[config.mk]
export PLATFORM = sky130hd
export DESIGN_NAME = uart_tx_arbiter
export DESIGN_NICKNAME = d
export VERILOG_FILES = /design/src/rtl/uart_tx_arbiter.sv
export SDC_FILE = /design/constraint.sdc
export NUM_CORES = 1
export LEC_CHECK = 0
export BUFFER_PORTS_ARGS = -buffer_cell sky130_fd_sc_hd__buf_2
export CORE_UTILIZATION = 55
export DETAILED_ROUTE_END_ITERATION = 10
export PLACE_DENSITY = 0.95
export SETUP_SLACK_MARGIN = 0.1
export SLEW_MARGIN = 20
export SYNTH_ARGS = -nofsm -noshare
export SYNTH_HDL_FRONTEND = slang
export SYNTH_SLANG_ARGS = --single-unit
[constraint.sdc]
create_clock -name clk -period 3.65 [get_ports clk]
set_clock_uncertainty 0.1 [all_clocks]
set_input_delay 0.365 -clock clk [delete_from_list [all_inputs] [get_ports clk]]
set_output_delay 0.365 -clock clk [all_outputs]
set_load 0.01 [all_outputs]
[src/rtl/uart_tx_arbiter.sv]
// Round-robin arbiter sharing one UART transmitter among N_REQ requesters.
// Optional build macro UART_ARB_TAG_EN: each grant sends a tag word (9'h100 | k) before the payload.
module uart_tx_arbiter #(
    parameter int N_REQ      = 3,
    parameter int DATA_W     = 9,
    parameter int GAP_CYCLES = 1000,
    parameter int BUSY_TMO   = 4
) (
    input  logic                      clk,
    input  logic                      reset,
    input  logic [N_REQ-1:0]          req,
    input  logic [N_REQ*DATA_W-1:0]   req_data,
    output logic [N_REQ-1:0]          ack,
    output logic                      tx_start,
    output logic [DATA_W-1:0]         tx_data9,
    input  logic                      tx_busy,
    output logic [$clog2(N_REQ)-1:0]  active_id,
    output logic                      arb_busy,
    output logic                      err_timeout
);

    localparam int ID_W     = $clog2(N_REQ);
    localparam int CNT_MAX  = (GAP_CYCLES > BUSY_TMO) ? GAP_CYCLES : BUSY_TMO;
    localparam int CNT_W    = $clog2(CNT_MAX + 1);
    localparam int GAP_LAST = (GAP_CYCLES > 0) ? GAP_CYCLES - 1 : 0;

    typedef enum logic [2:0] {IDLE, START, WAIT_HI, WAIT_LO, GAP} state_t;

    state_t              state_q, state_d;
    logic [CNT_W-1:0]    cnt_q, cnt_d;
    logic [ID_W-1:0]     rr_q, rr_d;
    logic [ID_W-1:0]     id_q, id_d;
    logic [N_REQ-1:0]    ack_q, ack_d;
    logic                start_q, start_d;
    logic [DATA_W-1:0]   data_q, data_d;
    logic                err_q, err_d;
    logic [ID_W-1:0]     sel;
`ifdef UART_ARB_TAG_EN
    logic                phase_q, phase_d;
    logic [DATA_W-1:0]   pay_q, pay_d;
`endif

    // First requester found after rr_q, wrapping; the smallest offset wins.
    always_comb begin
        sel = rr_q;
        for (int i = N_REQ; i >= 1; i--) begin
            if (req[(int'(rr_q) + i) % N_REQ])
                sel = ID_W'((int'(rr_q) + i) % N_REQ);
        end
    end

    always_comb begin
        state_d = state_q;
        cnt_d   = cnt_q;
        rr_d    = rr_q;
        id_d    = id_q;
        ack_d   = '0;
        start_d = 1'b0;
        data_d  = data_q;
        err_d   = err_q;
`ifdef UART_ARB_TAG_EN
        phase_d = phase_q;
        pay_d   = pay_q;
`endif
        case (state_q)
            IDLE: begin
                if ((|req) && !tx_busy) begin
                    rr_d       = sel;
                    id_d       = sel;
                    ack_d[sel] = 1'b1;
                    start_d    = 1'b1;
                    state_d    = START;
`ifdef UART_ARB_TAG_EN
                    data_d             = '0;
                    data_d[DATA_W-1]   = 1'b1;
                    data_d[ID_W-1:0]   = sel;
                    pay_d              = req_data[sel*DATA_W +: DATA_W];
                    phase_d            = 1'b0;
`else
                    data_d = req_data[sel*DATA_W +: DATA_W];
`endif
                end
            end
            START: begin
                cnt_d   = '0;
                state_d = WAIT_HI;
            end
            WAIT_HI: begin
                if (tx_busy) begin
                    state_d = WAIT_LO;
                end else if (cnt_q == CNT_W'(BUSY_TMO - 1)) begin
                    err_d   = 1'b1;
                    cnt_d   = '0;
                    state_d = GAP;
                end else begin
                    cnt_d = cnt_q + 1'b1;
                end
            end
            WAIT_LO: begin
                if (!tx_busy) begin
`ifdef UART_ARB_TAG_EN
                    // Tag frame done: launch the payload back to back, no gap.
                    if (!phase_q) begin
                        phase_d = 1'b1;
                        data_d  = pay_q;
                        start_d = 1'b1;
                        state_d = START;
                    end else begin
                        cnt_d   = '0;
                        state_d = GAP;
                    end
`else
                    cnt_d   = '0;
                    state_d = GAP;
`endif
                end
            end
            GAP: begin
                if (GAP_CYCLES == 0 || cnt_q == CNT_W'(GAP_LAST))
                    state_d = IDLE;
                else
                    cnt_d = cnt_q + 1'b1;
            end
            default: state_d = IDLE;
        endcase
    end

    always_ff @(posedge clk or posedge reset) begin
        if (reset) begin
            state_q <= IDLE;
            cnt_q   <= '0;
            rr_q    <= ID_W'(N_REQ - 1);
            id_q    <= '0;
            ack_q   <= '0;
            start_q <= 1'b0;
            data_q  <= '0;
            err_q   <= 1'b0;
`ifdef UART_ARB_TAG_EN
            phase_q <= 1'b0;
            pay_q   <= '0;
`endif
        end else begin
            state_q <= state_d;
            cnt_q   <= cnt_d;
            rr_q    <= rr_d;
            id_q    <= id_d;
            ack_q   <= ack_d;
            start_q <= start_d;
            data_q  <= data_d;
            err_q   <= err_d;
`ifdef UART_ARB_TAG_EN
            phase_q <= phase_d;
            pay_q   <= pay_d;
`endif
        end
    end

    assign ack         = ack_q;
    assign tx_start    = start_q;
    assign tx_data9    = data_q;
    assign active_id   = id_q;
    assign arb_busy    = (state_q != IDLE);
    assign err_timeout = err_q;

endmodule
==> results.sh <==
export IMPL_status="finished with violations"
export IMPL_violations="negative hold slack"
export IMPL_routed_wl_um=4070
export IMPL_cts_sinks=30
export IMPL_grtUsageTotal_pct=25.4
export IMPL_post_synth_top_count_cell="dfrtp_1"
export IMPL_synth_top_area_share_pct=40.1
export IMPL_start_kind="flip-flop"
export IMPL_hold_class="input pin to async pin"
export IMPL_fin_crit_sh_pct=76.4
export IMPL_setup_viol=0
export IMPL_io_pins=50
export IMPL_numPortBuffers=49
export IMPL_clkLatencyLatePin_ns=0.33
export IMPL_startpoint="rr_q[0]"
export IMPL_finalCriticalPeriod_ns=2.79
export IMPL_rr_startpoint="rr_q[0]"
export IMPL_layout_drive_gt1_share_pct=32.0
export IMPL_first_pass_iters=4
export IMPL_rsz0062_at_grt="no"
export IMPL_yosys_warnings=0
export IMPL_drtIter0Drc=69
export IMPL_nets=278
export IMPL_clkTransAtPathRegs_ns=0.10
export IMPL_coreArea_sq_mm=0.00308
export IMPL_overflow=0
export IMPL_hold_buffers=0
export IMPL_synth_area_leader_cell="dfrtp_1"
export IMPL_fp_dieH_um=59.4
export IMPL_die_area_sq_mm=0.00352
export IMPL_grt_max_degree=31
export IMPL_post_cts_resized=0
export IMPL_avgSynthCellArea_sq_um=9.52
export IMPL_relSlewSlack_pct=58.3
export IMPL_seq_area_frac_synth_pct=41.6
export IMPL_cp_max_fo=10
export IMPL_grt_pass1_vias=1473
export IMPL_syn_nets=228
export IMPL_dp_hpwl_um=3060
export IMPL_worst_setup_path_type="flip-flop to flip-flop"
export IMPL_clock_path_buffers=2
export IMPL_grt_pass1_wl_um=6510
export IMPL_critPathCaptureType="flip-flop"
export IMPL_viasPerCell=5.68
export IMPL_fp_dieW_um=59.4
export IMPL_synth_common_cells="dfrtp_1 (29), nand2_1 (23), inv_1 (16), nor2_1 (16), mux2i_1 (12)"
export IMPL_vias=1618
export IMPL_nFillCells=242
export IMPL_clock_root_buffer="clkbuf_4"
export IMPL_synth_seq_cells=30
export IMPL_rows=20
export IMPL_p_per_area_mw_per_mm2=759
export IMPL_slowest_delay_ns=0.45
export IMPL_setup_tns_ns=0
export IMPL_vdd_ir_drop_max_mv=0.403
export IMPL_start_util_pct=58.8
export IMPL_ys_types=42
export IMPL_required_ns=3.75
export IMPL_drcViolationCount=0
export IMPL_synth_enable_flop_cells=0
export IMPL_finalPower_w=0.00162
export IMPL_max_cap_violations=0
export IMPL_max_freq_ghz=0.359
export IMPL_cts_buffers=5
export IMPL_hold_violations=13
export IMPL_critPathArrivalTime_ns=2.89
export IMPL_cts_tree="done"
export IMPL_cts_max_level=2
export IMPL_antenna_cells=0
export IMPL_synth_area_top_cells="dfrtp_1 (40%), o221ai_2 (7.5%), mux2i_1 (6.6%), nand2_1 (4.8%), ha_1 (3.5%)"
export IMPL_cp_cell_sequence="inv_1 -> ha_1 -> mux2i_1 -> o22ai_1 -> a211o_1 -> a31oi_1 -> buf_4 -> mux2i_1 -> o221ai_2"
export IMPL_place_gp_congestion=0.916
export IMPL_register_area_sq_um=752
export IMPL_antenna_left=0
export IMPL_layout_area_overhead_vs_synth_pct=18.2
export IMPL_yosys_most_used_dff="dfrtp_1"
export IMPL_syn_area_sq_mm=0.00181
export IMPL_holdWs_ns=-0.00614
export IMPL_cpMostUsedCell="mux2i_1"
export IMPL_p_leak_nw=1.09
export IMPL_async_flop_share_pct=100
export IMPL_synthCells=190
export IMPL_worst_pin_slew_ns=0.625
export IMPL_slowest_stage="dfrtp_1"
export IMPL_wl_per_cell_um=14.3
export IMPL_slew_viol_final=0
export IMPL_cts_setup_buffers=0
export IMPL_grt_antenna_before_repair=0
export IMPL_multi_input_area_sq_um=955
-- per-layer routing --
| metal | track usage (%) | wire length [um] | up-vias |
|---|---|---|---|
| met3 | 7.21 | 338 | 14 |
| met4 | 12.2 | 84 | 0 |
| met1 | 28.7 | 1550 | 745 |
| li1 | - | - | 776 |
| met5 | 0 | 0 | - |
| met2 | 43.7 | 2100 | 83 |
-- final cells by class --
cell class              instances  share of cell area [%]
multi-input cells             137                    44.6
well taps                      44                    2.57
flip-flops and latches         30                    35.2
repair buffers                 50                    11.8
clock buffers                   6                    2.40
clock inverters                 2                   0.585
inverters                      16                    2.81
-- kinds of logic after synthesis --
group / synth area share (%)
AO/OA/AOI/OAI: 18.7
buffers and inverters: 5.67
flip-flops: 41.6
AND/OR/NAND/NOR: 20.0
adder cells (fa/ha/maj): 3.46
XOR/XNOR: 3.39
multiplexers: 7.26
-- worst max-delay path, delay by kind of cell, from the launching register on --
kind / cells / cell delay [ns]
flip-flops: 1 / 0.45
multiplexers: 2 / 0.66
adder cells (fa/ha/maj): 1 / 0.34
buffers and inverters: 2 / 0.38
AO/OA/AOI/OAI: 4 / 0.72
-- registers in the layout, indices dropped and copies added, names as in the netlist --
register     flops
ack              3
active_id        1
cnt_q           10
err_timeout      1
rr_q             2
state_q          3
tx_data9         9
tx_start         1
-- where the power goes --
| group | switching, W | internal, W |
|---|---|---|
| Sequential | 0.0000864 | 0.000437 |
| Combinational | 0.000507 | 0.000376 |
| Clock | 0.000124 | 0.0000925 |
-- stage by stage --
stage	util (%)	setup slack [ns]	cell area, sq um	instances	hold WS (ns)
floorplan	-	1.28	1810	190	0.355
global placement	67.4	1.05	2070	277	0.351
detailed placement	67.4	0.915	2070	277	0.361
CTS	69.5	0.877	2140	285	0.200
global route	69.5	0.653	2140	285	0.0320
finish	69.5	0.863	2140	285	-0.00614
-- path summary, 6_finish.rpt --
path,to,slack [ns],depth (start not counted)
max,tx_data9[2],0.86,9
min,tx_data9[0],-0.006,2
max reg2reg,tx_data9[2],0.86,9
min reg2reg,err_timeout,0.39,1
max in group asynchronous,cnt_q[5],3.04,2
min in group clk,tx_data9[7],0.21,3
-- placed cells by master (no fill, tap or decap), drive strengths merged, types with 3 or more instances in the layout --
master	count
nand2	24
or3	4
o221ai	10
dfrtp	29
xnor2	3
nor4	3
ha	5
nand2b	3
o21ai	6
nor2b	5
a21o	4
inv	16
and3	3
a21oi	8
mux2i	12
nand4	6
xor2	4
nor2	16
clkbuf	6
buf	50
No activity file was read; power rests on OpenSTA's default activity.
